<file path="config.mk">
export PLATFORM = sky130hd
export DESIGN_NAME = fifo_rr_write_arbiter
export DESIGN_NICKNAME = d
export VERILOG_FILES = /design/src/rtl/fifo_rr_write_arbiter.sv
export SDC_FILE = /design/constraint.sdc
export NUM_CORES = 1
export LEC_CHECK = 0
export CAP_MARGIN = 10
export CORE_UTILIZATION = 31
export DETAILED_ROUTE_END_ITERATION = 8
export PLACE_DENSITY = 0.88
export SLEW_MARGIN = 0
export SYNTH_ARGS = -nofsm -noshare
export SYNTH_HDL_FRONTEND = slang
export SYNTH_SLANG_ARGS = --single-unit
</file>
<file path="constraint.sdc">
create_clock -name clk -period 1.3 [get_ports clk]
set_clock_uncertainty 0.05 [all_clocks]
set_input_delay 0.13 -clock clk [delete_from_list [all_inputs] [get_ports clk]]
set_output_delay 0.13 -clock clk [all_outputs]
set_load 0.02 [all_outputs]
</file>
<file path="src/rtl/fifo_rr_write_arbiter.sv">
// Round-robin burst arbiter for the write port of a single FIFO.
// Up to NUM_REQ producers compete for the port. A winner keeps the port for up to
// BURST_LEN accepted words, or until it drops valid. One IDLE bubble always separates
// two grants. The FIFO full flag is used combinationally to stall the current owner.
//
// Handshake: requester i offers a word by raising req_valid[i] with the word on its
// req_data slice. The word is consumed on a rising clock edge where
// req_valid[i] & req_ready[i] is 1. After raising valid, the requester holds valid and
// data stable until that edge. Lowering valid while it owns the port ends the grant
// and gives up the rest of the burst.
module fifo_rr_write_arbiter #(
  parameter int NUM_REQ   = 4,
  parameter int DATA_BITS = 10,
  parameter int BURST_LEN = 4,
  parameter int ID_BITS   = 2,
  parameter int CNT_BITS  = 3
) (
  input  logic                         clk,
  input  logic                         reset,
  input  logic [NUM_REQ-1:0]           req_valid,
  input  logic [NUM_REQ*DATA_BITS-1:0] req_data,
  output logic [NUM_REQ-1:0]           req_ready,
  input  logic                         fifo_full,
  output logic                         fifo_write,
  output logic [DATA_BITS-1:0]         fifo_input_data,
  output logic [ID_BITS-1:0]           grant_id,
  output logic                         busy,
  output logic                         state_dbg
);

  // Elaboration-time sanity checks on the parameter set.
  if (NUM_REQ < 2 || NUM_REQ > 16) begin : g_bad_num_req
    $error("fifo_rr_write_arbiter: NUM_REQ must be in 2..16");
  end
  if (BURST_LEN < 1) begin : g_bad_burst_len
    $error("fifo_rr_write_arbiter: BURST_LEN must be at least 1");
  end
  if ((1 << ID_BITS) < NUM_REQ) begin : g_bad_id_bits
    $error("fifo_rr_write_arbiter: ID_BITS too narrow for NUM_REQ");
  end
  if ((1 << CNT_BITS) <= BURST_LEN) begin : g_bad_cnt_bits
    $error("fifo_rr_write_arbiter: CNT_BITS too narrow for BURST_LEN");
  end

  typedef enum logic {
    IDLE  = 1'b0,
    GRANT = 1'b1
  } state_t;

  // Registered state
  state_t              state;
  logic [ID_BITS-1:0]  last_grant;
  logic [CNT_BITS-1:0] burst_cnt;

  // Next-state values
  state_t              state_nxt;
  logic [ID_BITS-1:0]  grant_nxt;
  logic [ID_BITS-1:0]  last_nxt;
  logic [CNT_BITS-1:0] cnt_nxt;

  // Arbitration results
  logic                hi_found;
  logic                lo_found;
  logic [ID_BITS-1:0]  hi_id;
  logic [ID_BITS-1:0]  lo_id;
  logic                any_valid;
  logic [ID_BITS-1:0]  winner;

  // Owner view
  logic                 owner_valid;
  logic [DATA_BITS-1:0] owner_data;
  logic                 port_open;
  logic                 transfer;
  logic                 burst_last;

  assign busy      = (state == GRANT);
  assign state_dbg = state;

  // The port can take a word only in GRANT, outside reset, with room in the FIFO.
  assign port_open  = busy & ~reset & ~fifo_full;
  assign transfer   = port_open & owner_valid;
  assign fifo_write = transfer;
  assign burst_last = (burst_cnt == CNT_BITS'(BURST_LEN - 1));

  // Round-robin search: the lowest-numbered valid requester above last_grant wins;
  // if there is none, the lowest-numbered valid requester at or below it wins.
  // This equals a search upward from last_grant+1 that wraps modulo NUM_REQ.
  always_comb begin
    hi_found = 1'b0;
    lo_found = 1'b0;
    hi_id    = '0;
    lo_id    = '0;
    for (int i = NUM_REQ - 1; i >= 0; i--) begin
      if (req_valid[i]) begin
        if (ID_BITS'(i) > last_grant) begin
          hi_found = 1'b1;
          hi_id    = ID_BITS'(i);
        end else begin
          lo_found = 1'b1;
          lo_id    = ID_BITS'(i);
        end
      end
    end
    any_valid = hi_found | lo_found;
    winner    = hi_found ? hi_id : lo_id;
  end

  // Select the current owner's valid bit and data slice.
  always_comb begin
    owner_valid = 1'b0;
    owner_data  = '0;
    for (int i = 0; i < NUM_REQ; i++) begin
      if (grant_id == ID_BITS'(i)) begin
        owner_valid = req_valid[i];
        owner_data  = req_data[i*DATA_BITS +: DATA_BITS];
      end
    end
  end

  // The FIFO data bus follows the owner's slice while busy and is held at zero otherwise.
  always_comb begin
    fifo_input_data = '0;
    if (busy) begin
      fifo_input_data = owner_data;
    end
  end

  // Only the owner sees ready, and only while the port is open.
  always_comb begin
    req_ready = '0;
    for (int i = 0; i < NUM_REQ; i++) begin
      req_ready[i] = port_open & (grant_id == ID_BITS'(i));
    end
  end

  // Next-state logic: arbitrate in IDLE, then count, stall or release in GRANT.
  always_comb begin
    state_nxt = state;
    grant_nxt = grant_id;
    last_nxt  = last_grant;
    cnt_nxt   = burst_cnt;
    case (state)
      IDLE: begin
        if (any_valid) begin
          grant_nxt = winner;
          cnt_nxt   = '0;
          state_nxt = GRANT;
        end
      end
      GRANT: begin
        if (!owner_valid) begin
          // Owner withdrew: release without a write, whatever the full flag says.
          state_nxt = IDLE;
          last_nxt  = grant_id;
          cnt_nxt   = '0;
        end else if (!fifo_full) begin
          if (burst_last) begin
            state_nxt = IDLE;
            last_nxt  = grant_id;
            cnt_nxt   = '0;
          end else begin
            cnt_nxt = burst_cnt + CNT_BITS'(1);
          end
        end
        // Owner valid with the FIFO full: stall and keep everything unchanged.
      end
      default: begin
        state_nxt = IDLE;
      end
    endcase
  end

  // State registers; reset leaves last_grant on the top index so requester 0 wins first.
  always_ff @(posedge clk) begin
    if (reset) begin
      state      <= IDLE;
      grant_id   <= '0;
      last_grant <= ID_BITS'(NUM_REQ - 1);
      burst_cnt  <= '0;
    end else begin
      state      <= state_nxt;
      grant_id   <= grant_nxt;
      last_grant <= last_nxt;
      burst_cnt  <= cnt_nxt;
    end
  end

endmodule

</file>
==> reports/qor.csv, run 1 <==
metric,value,unit
outcome,"finished, violations left",
failing checks,negative setup slack,
CP max FO,4,
post-synthesis sequential area ratio,0.1768,
DR WL/cell,23.62,um
Final ANT Viol Nets,0,
crit path kind,reg -> reg,
die width,56.06,um
CP Capture Type,flop,
Netlist cell types,35,
# IOs,66,
initial drt markers,85,
vias in the first global route,1297,
final setup margin,-0.5180,ns
number of antenna diodes,0,
Simple-Gate Fraction of Synth Area,0.2293,
flop-to-flop setup slack,-0.52,ns
number of antenna violations at the first check in global routing,0,
Post-Synth Adder-Cell Area,0.01381,
I/O Buffers,65,
Die Area,3142,um2
total grt overflow,0,
combinational family with the most area after synthesis,multiplexers,
Initial DRT Pass Iterations,4,
die height,56.06,um
Worst setup SP type,flop,
Longest Clk Path Bufs,2,
first-pass GRT wire length,6.810,mm
DRC,0,
clk_lat worst skew,0.27,ns
post-synth top area cell,dfxtp_1,
sw frac,0.3548,
area growth from synthesis to layout,118.2,%
max frequency,550.1,MHz
Hold Path Class,in -> reg,
share of flip-flops with an asynchronous set or reset,0,
VDD IR max,504.2,uV
Clock Sinks,8,
# nets final,230,
"Hold Violations, Final",0,
yosys warns,0,
# rows,19,
Final HPWL DP,2.739,mm
Avg Vias per Cell,5.958,
Logic pwr share,0.626,
Starting Density,0.3285,
clock share of power,0.165,
RSZ-0062 raised after global routing,yes,
min Tclk post-route,1.818,ns
Synth Area in XOR/XNOR,0,
fillers,159,
reg-to-reg endpoint,last_grant[0],
Vias,1263,
Compound-Gate Fraction of Synth Area,0.1423,
number of synthesized flops with an enable pin,0,
leakage power,0.8149,nW
Synth Register Bits,8,
TritonCTS Buffers,3,
mux cell area share after synthesis,0.3315,
hold path depth,5,
"Slew Viols, Final",0,
worst path required time,1.44,ns
largest net degree at the start of global routing,9,
top-count cell post-synth,and2_1,
hold endpoint,grant_id[1],
Syn Nets,139,
layout cells sized above 1,0.5249,
"Setup violations, final",23,
sw power,0.0004899,W
CORE AREA,2758,um2
GRT Total Usage,0.2900,
DRT Wirelength,5.008,mm
RR Startpoint,grant_id[0],
Max Cap Viol,0,
Mean Syn Cell Area,9.955,um2
CTS Root Cell,clkbuf_4,
Pwr per Cell Area,698.6,nW/um2
Synth top cells by count,"10 x and2_1, 8 x dfxtp_1, 7 x a21oi_1",
Final Util,0.7169,
Hold Startpoint,req_valid[0],
Worst-Margin Slew,0.3569,ns
Critical Path AT,1.96,ns
Main synth FF type,dfxtp_1,
clock-pin slew on the worst setup and hold paths,0.07,ns
CTS HTree Levels,1,
CTS Hold Bufs,0,
routability cong.,0.8476,
Area contributors post-synth,"dfxtp_1 18%, mux4_1 17%, mux4_2 12%",
top-area cell type share of the netlist area,0.1768,
Post-Synthesis Cell Area,905.9,um2
number of cells on the worst reg-to-reg path,7,
Post-Syn Instances,91,
worst hold slack,0.4332,ns
Pint,0.0008910,W
CTS tree,built,
Tcrit/Tclk final,1.398,
Slew headroom,0.7616,
sequential share of power,0.209,
==> per-layer routing <==
layer,GRT usage,up-vias,part of all wire
met4,0.2195,0,0.070
met5,0,-,0
li1,-,524,-
met1,0.2822,607,0.34
met3,0.07442,28,0.11
met2,0.5187,104,0.48
==> cell usage in the layout (no fill, tap or decap), types with 2 or more instances in the layout <==
cell | synthesis | layout
dlymetal6s2s_1 | 0 | 3
a21oi_2 | 0 | 4
mux4_2 | 5 | 11
buf_6 | 2 | 25
nand2b_1 | 6 | 6
o21ai_1 | 0 | 2
clkdlybuf4s50_1 | 0 | 43
buf_4 | 1 | 18
a21oi_1 | 7 | 3
dfxtp_2 | 0 | 2
inv_1 | 5 | 5
and2_4 | 0 | 10
nand2_1 | 5 | 5
nor2_1 | 2 | 2
clkbuf_4 | 0 | 3
nor3b_4 | 0 | 2
dfxtp_1 | 8 | 5
o22ai_1 | 3 | 2
==> critical path: stages (launching register included) <==
cell and delay (ns):
dfxtp_4 0.39, buf_6 0.11, mux4_2 0.53, buf_4 0.16, buf_6 0.11, a21boi_4 0.22
a21oi_2 0.08, o21ai_1 0.09
==> per-stage QoR <==
stage	total power (W)	setup slack, ns	area [um2]	instances	setup TNS, ns
floorplan	0.0006408	-0.1910	959.7	91	-2.321
global placement	0.0009273	-0.6527	1710	198	-11.36
detailed placement	0.0009499	-0.6899	1710	198	-12.29
CTS	0.001259	-0.4625	1863	209	-8.255
global route	0.001428	-0.5568	1977	212	-10.11
finish	0.001381	-0.5180	1977	212	-9.554
==> power groups by stage <==
stage          clock (W)  sequential, W  combinational (W)
2_1_floorplan          0       0.000293           0.000348
4_1_cts         0.000216       0.000286           0.000757
3_5_place_dp           0       0.000305           0.000645
3_3_place_gp           0       0.000302           0.000625
5_1_grt         0.000241       0.000291           0.000896
6_report        0.000228       0.000288           0.000865
==> logic make-up after synthesis <==
family | Yosys count
and+or+nand+nor | 35
AOI/OAI and AO/OA | 20
muxes | 14
buffers and inverters | 13
DFF | 8
adders and majority gates | 1
==> worst max path at each step <==
stage | slack, ns | startpoint | cells past startpoint | end
final | -0.52 | grant_id[0] | 7 | last_grant[0]
after global routing | -0.56 | grant_id[0] | 7 | last_grant[0]
after CTS | -0.46 | grant_id[0] | 4 | fifo_input_data[1]
after detailed placement | -0.69 | grant_id[0] | 3 | fifo_input_data[1]
after global placement | -0.65 | req_valid[3] | 4 | fifo_write
after floorplan | -0.19 | grant_id[0] | 4 | fifo_input_data[5]
==> registers in the layout, summed over array words and instances, names as in the netlist <==
name and flops:
burst_cnt 3, busy 1, grant_id 2, last_grant 2
==> area by class of cell <==
type                            instances  area [um2]  area share
Clock buffer                            4       26.28     0.01329
Inverter                                5       18.77    0.009494
Multi-Input combinational cell         70       787.0      0.3981
Sequential cell                         8       166.4     0.08418
Tap cell                               31       38.79     0.01962
Timing Repair Buffer                   94       939.7      0.4753
==> repair_timing <==
item	CTS	global route
resized for setup	124	26
endpoints found under the hold margin	0	0
pin swaps	19	8
endpoints found under the setup margin	27	26
buffers inserted	7	4
(Power assumes the default switching activity.)
==> run 2: changes to the inputs <==
--- a/config.mk
+++ b/config.mk
@@ -6,7 +6,8 @@
 export NUM_CORES = 1
 export LEC_CHECK = 0
-export CAP_MARGIN = 10
+export CAP_MARGIN = 0
 export CORE_UTILIZATION = 31
 export DETAILED_ROUTE_END_ITERATION = 8
+export HOLD_SLACK_MARGIN = 0.06
 export PLACE_DENSITY = 0.88
 export SLEW_MARGIN = 0
--- a/constraint.sdc
+++ b/constraint.sdc
@@ -3,3 +3,3 @@
 set_input_delay 0.13 -clock clk [delete_from_list [all_inputs] [get_ports clk]]
 set_output_delay 0.13 -clock clk [all_outputs]
-set_load 0.02 [all_outputs]
+set_load 0.1 [all_outputs]
==> reports/qor.csv, run 2 (synthesis results as in run 1) <==
metric,value,unit,change
CP Capture Type,primary output,,
worst path required time,1.12,ns,-0.32 ns
failing checks,negative setup slack,,
"Hold Violations, Final",0,,unchanged
CTS HTree Levels,1,,unchanged
fillers,152,,-4.4%
sw frac,0.4466,,+0.09182
worst hold slack,0.2691,ns,-0.1641 ns
Starting Density,0.3285,,unchanged
vias in the first global route,1184,,-8.7%
Pint,0.0009851,W,+11%
final setup margin,-0.5880,ns,-0.07005 ns
min Tclk post-route,1.888,ns,+0.07005 ns
Die Area,3142,um2,unchanged
# nets final,226,,-1.7%
Longest Clk Path Bufs,2,,unchanged
I/O Buffers,65,,unchanged
max reg flops,3,,unchanged
clk_lat worst skew,0.28,ns,about the same
layout cells sized above 1,0.5141,,-0.01074
leakage power,0.8504,nW,+4.4%
Final HPWL DP,2.972,mm,+8.5%
# IOs,66,,unchanged
CTS Hold Bufs,0,,unchanged
total grt overflow,0,,unchanged
CP max FO,5,,+1
CTS Root Cell,clkbuf_4,,
flop-to-flop setup slack,-0.57,ns,-0.05 ns
TritonCTS Buffers,3,,unchanged
Setup crit end,fifo_input_data[1],,
CORE AREA,2758,um2,unchanged
highest-delay cell along the critical path,mux4_2,,
sw power,0.0007950,W,+62%
Clock Sinks,8,,unchanged
crit-path max cell delay,0.54,ns,about the same
GRT Total Usage,0.2722,,-0.01777
pre-CTS setup slack,-0.4830,ns,+0.2068 ns
die height,56.06,um,unchanged
area post-placement,1898,um2,+11%
die width,56.06,um,unchanged
first-pass GRT wire length,6.437,mm,-5.5%
sequential share of power,0.167,,-0.042
clock share of power,0.132,,-0.033
clock-pin slew on the worst setup and hold paths,0.07,ns,about the same
WP buf/inv,2,,-1
max frequency,529.7,MHz,-3.7%
"Setup violations, final",22,,-4.3%
Logic pwr share,0.701,,+0.075
# rows,19,,unchanged
Vias,1202,,-4.8%
"Slew Viols, Final",0,,unchanged
initial drt markers,76,,-11%
Crit path max-delay family,multiplexers,,
Layout Cells excl Fill,208,,-1.9%
DRT Wirelength,4.684,mm,-6.5%
Worst setup SP type,flop,,
Final ANT Viol Nets,0,,unchanged
number of antenna violations at the first check in global routing,0,,unchanged
DRC,0,,unchanged
Tcrit/Tclk final,1.452,,+0.05389
reg-to-reg endpoint,last_grant[0],,
Avg Vias per Cell,5.779,,-3.0%
WP depth,4,,-3
Worst-Margin Slew,0.4032,ns,+0.04621 ns
"commonest non-fill, non-tap cell in the layout",clkdlybuf4s50_1,,
Slew headroom,0.7312,,-0.03032
number of cells on the worst reg-to-reg path,7,,unchanged
outcome,"finished, violations left",,
Pwr per Cell Area,835.4,nW/um2,+20%
Critical Path AT,1.71,ns,-0.25 ns
number of antenna diodes,0,,unchanged
VDD IR max,752.1,uV,+49%
crit-path cells,buf_6 > mux4_2 > and2_4 > buf_12,,
"Design Area, Final",2131,um2,+7.8%
Max Cap Viol,0,,unchanged
"commonest non-fill, non-tap cells in the layout","41 x clkdlybuf4s50_1, 21 x buf_12, 15 x buf_4",,
RR Startpoint,grant_id[0],,
crit path kind,reg -> out,,
RSZ-0062 raised after global routing,yes,,
DR WL/cell,22.52,um,-4.7%
area growth from synthesis to layout,135.2,%,
critical path startpoint,grant_id[0],,
Hold Path Class,in -> reg,,
Initial DRT Pass Iterations,4,,unchanged
Largest regs,"burst_cnt (3), grant_id (2), last_grant (2)",,
CTS tree,built,,
Placed Cells,193,,-2.5%
Final Power,0.001780,W,+29%
Top reg by flops,burst_cnt,,
routability cong.,0.9086,,+7.2%
largest net degree at the start of global routing,13,,+4
run 2: power groups by stage:
stage / sequential (W) / combinational [W] / clock, W
final: 0.000297 / 0.00125 / 0.000235
after global routing: 0.000299 / 0.00128 / 0.000243
after CTS: 0.000293 / 0.00117 / 0.000223
after detailed placement: 0.000324 / 0.00104 / 0
after global placement: 0.000322 / 0.00102 / 0
after floorplan: 0.000348 / 0.000615 / 0
run 2: metal layers:
| metal | part of all wire | track usage | vias up | wire length, um |
|---|---|---|---|---|
| li1 | - | - | 510 | - |
| met5 | 0 | 0 | - | 0 |
| met3 | 0.11 | 0.05814 | 13 | 501 |
| met4 | 0.040 | 0.06272 | 0 | 189 |
| met1 | 0.39 | 0.3454 | 579 | 1839 |
| met2 | 0.46 | 0.4711 | 100 | 2153 |
run 2: timing repair:
| item | in CTS | in global routing |
|---|---|---|
| pin swaps | 16 | 7 |
| endpoints found under the setup margin | 24 | 25 |
| buffers inserted | 10 | 3 |
| gates resized for setup | 25 | 17 |
run 2: through the flow:
| step | setup TNS [ns] | util |
|---|---|---|
| detailed placement | -7.167 | 0.6883 |
| global route | -10.07 | 0.7727 |
| global placement | -6.020 | 0.6883 |
| finish | -9.499 | 0.7727 |
| floorplan | -8.096 | - |
| CTS | -8.015 | 0.7436 |
run 2: cell type report:
class	instances	area (um2)	area share
tap	31	38.79	0.01820
sequential	8	171.4	0.08045
clock buffer	4	26.28	0.01233
timing repair buffer	90	1092	0.5126
inverter	5	18.77	0.008808
multi-input combinational	70	783.3	0.3676
run 2: worst min-delay path, stage by stage:
cell           delay, ns
dlygate4sd2_1       0.22
buf_4               0.16
a21oi_1             0.04
run 2: worst min-delay path by stage:
stage | to | from | cells past startpoint
floorplan | grant_id[0] | reset | 2
finish | grant_id[0] | reset | 3
global route | grant_id[0] | reset | 3
global placement | burst_cnt[1] | burst_cnt[1] | 2
CTS | grant_id[0] | reset | 3
detailed placement | burst_cnt[1] | burst_cnt[1] | 2
==> run 3: changes to the inputs <==
Settings changed: RECOVER_POWER set to 50.
==> reports/qor.csv, run 3 (synthesis results as in run 1) <==
metric,value,unit,change
outcome,"finished, violations left",,
failing checks,negative setup slack,,
final setup margin,-0.5793,ns,+0.008711 ns
"Slew Viols, Final",0,,unchanged
first-pass GRT wire length,6.437,mm,unchanged
sw power,0.0007956,W,about the same
worst path required time,1.12,ns,about the same
Worst-Margin Slew,0.3950,ns,-0.008198 ns
Pwr per Cell Area,837.2,nW/um2,+0.22%
routability cong.,0.9086,,unchanged
TritonCTS Buffers,3,,unchanged
Top reg by flops,burst_cnt,,
highest-delay cell along the critical path,mux4_2,,
crit path kind,reg -> out,,
WP buf/inv,2,,unchanged
Die Area,3142,um2,unchanged
vias in the first global route,1184,,unchanged
number of antenna diodes,0,,unchanged
max reg flops,3,,unchanged
CP Capture Type,primary output,,
I/O Buffers,65,,unchanged
Starting Density,0.3285,,unchanged
worst hold slack,0.2688,ns,-0.0003040 ns
Initial DRT Pass Iterations,4,,unchanged
Vias,1196,,-0.50%
crit-path cells,buf_6 > mux4_2 > and2_4 > buf_12,,
Pint,0.0009842,W,about the same
DR WL/cell,22.44,um,-0.36%
Logic pwr share,0.700,,about the same
Tcrit/Tclk final,1.446,,-0.006701
# nets final,226,,unchanged
Final ANT Viol Nets,0,,unchanged
CTS HTree Levels,1,,unchanged
Worst setup SP type,flop,,
"commonest non-fill, non-tap cell in the layout",clkdlybuf4s50_1,,
largest net degree at the start of global routing,13,,unchanged
clk_lat worst skew,0.28,ns,about the same
Hold Path Class,in -> reg,,
GRT Total Usage,0.2722,,unchanged
number of antenna violations at the first check in global routing,0,,unchanged
min Tclk post-route,1.879,ns,-0.008711 ns
die height,56.06,um,unchanged
# IOs,66,,unchanged
sequential share of power,0.167,,about the same
CORE AREA,2758,um2,unchanged
Slew headroom,0.7367,,+0.005465
initial drt markers,71,,-6.6%
Placed Cells,193,,unchanged
pre-CTS setup slack,-0.4830,ns,unchanged
Longest Clk Path Bufs,2,,unchanged
total grt overflow,0,,unchanged
RSZ-0062 raised after global routing,yes,,
Final Power,0.001780,W,about the same
layout cells sized above 1,0.5141,,unchanged
"commonest non-fill, non-tap cells in the layout","41 x clkdlybuf4s50_1, 21 x buf_12, 14 x buf_4",,
VDD IR max,753.0,uV,+0.12%
area growth from synthesis to layout,134.7,%,
crit-path max cell delay,0.54,ns,about the same
Fin Setup TNS,-9.602,ns,-0.1027 ns
CTS tree,built,,
sw frac,0.4470,,about the same
Max Cap Viol,0,,unchanged
max frequency,532.1,MHz,+0.46%
clock-pin slew on the worst setup and hold paths,0.07,ns,about the same
CP max FO,5,,unchanged
leakage power,0.8494,nW,-0.12%
# rows,19,,unchanged
Clock Sinks,8,,unchanged
DRC,0,,unchanged
die width,56.06,um,unchanged
Largest regs,"burst_cnt (3), grant_id (2), last_grant (2)",,
clock share of power,0.133,,about the same
Final HPWL DP,2.972,mm,unchanged
"Hold Violations, Final",0,,unchanged
Critical Path AT,1.70,ns,about the same
DRT Wirelength,4.667,mm,-0.36%
Layout Cells excl Fill,208,,unchanged
Avg Vias per Cell,5.750,,-0.50%
"Setup violations, final",23,,+4.5%
Crit path max-delay family,multiplexers,,
CTS Root Cell,clkbuf_4,,
CTS Hold Bufs,0,,unchanged
-- run 3: final timing paths --
kind / start / end / cells past startpoint / slack (ns)
worst min-delay path: reset / grant_id[0] / 3 / 0.27
worst max register to register: grant_id[0] / last_grant[0] / 7 / -0.56
worst min register to register: burst_cnt[1] / burst_cnt[1] / 2 / 0.44
worst max-delay path: grant_id[0] / fifo_input_data[1] / 4 / -0.58
-- run 3: area by class of cell --
cell class / count / area, um2
inverters: 5 / 18.77
repair buffers: 90 / 1090
well taps: 31 / 38.79
clock buffers: 4 / 26.28
fillers: 153 / 631.9
multi-input cells: 70 / 783.3
flip-flops and latches: 8 / 168.9
-- run 3: metrics by stage --
stage / area (um2) / util
4_1_cts: 2051 / 0.7436
3_3_place_gp: 1898 / 0.6883
3_5_place_dp: 1898 / 0.6883
6_report: 2126 / 0.7709
2_1_floorplan: 1011 / -
5_1_grt: 2126 / 0.7709
-- run 3: power groups by stage --
stage,combinational [W],sequential (W),clock (W)
6_report,0.00125,0.000297,0.000236
4_1_cts,0.00117,0.000293,0.000223
2_1_floorplan,0.000615,0.000348,0
3_3_place_gp,0.00102,0.000322,0
5_1_grt,0.00128,0.000299,0.000243
3_5_place_dp,0.00104,0.000324,0
-- run 3: what timing repair did --
action,CTS,global route
setup buffers,10,3
setup endpoints to repair,24,25
hold endpoints to repair,0,0
resized for setup,25,17
pin swaps,16,7
-- run 3: worst reg2reg max path, stage by stage (launching register included) --
cell	delay, ns
dfxtp_4	0.39
buf_6	0.14
mux4_2	0.52
buf_4	0.15
buf_4	0.13
a21boi_4	0.19
a21oi_1	0.10
o21ai_1	0.11
-- run 3: metal layers --
layer,GRT usage,up-vias,wire [um]
li1,-,511,-
met1,0.3454,580,1884
met2,0.4711,90,2124
met3,0.05814,15,456
met4,0.06272,0,202
met5,0,-,0
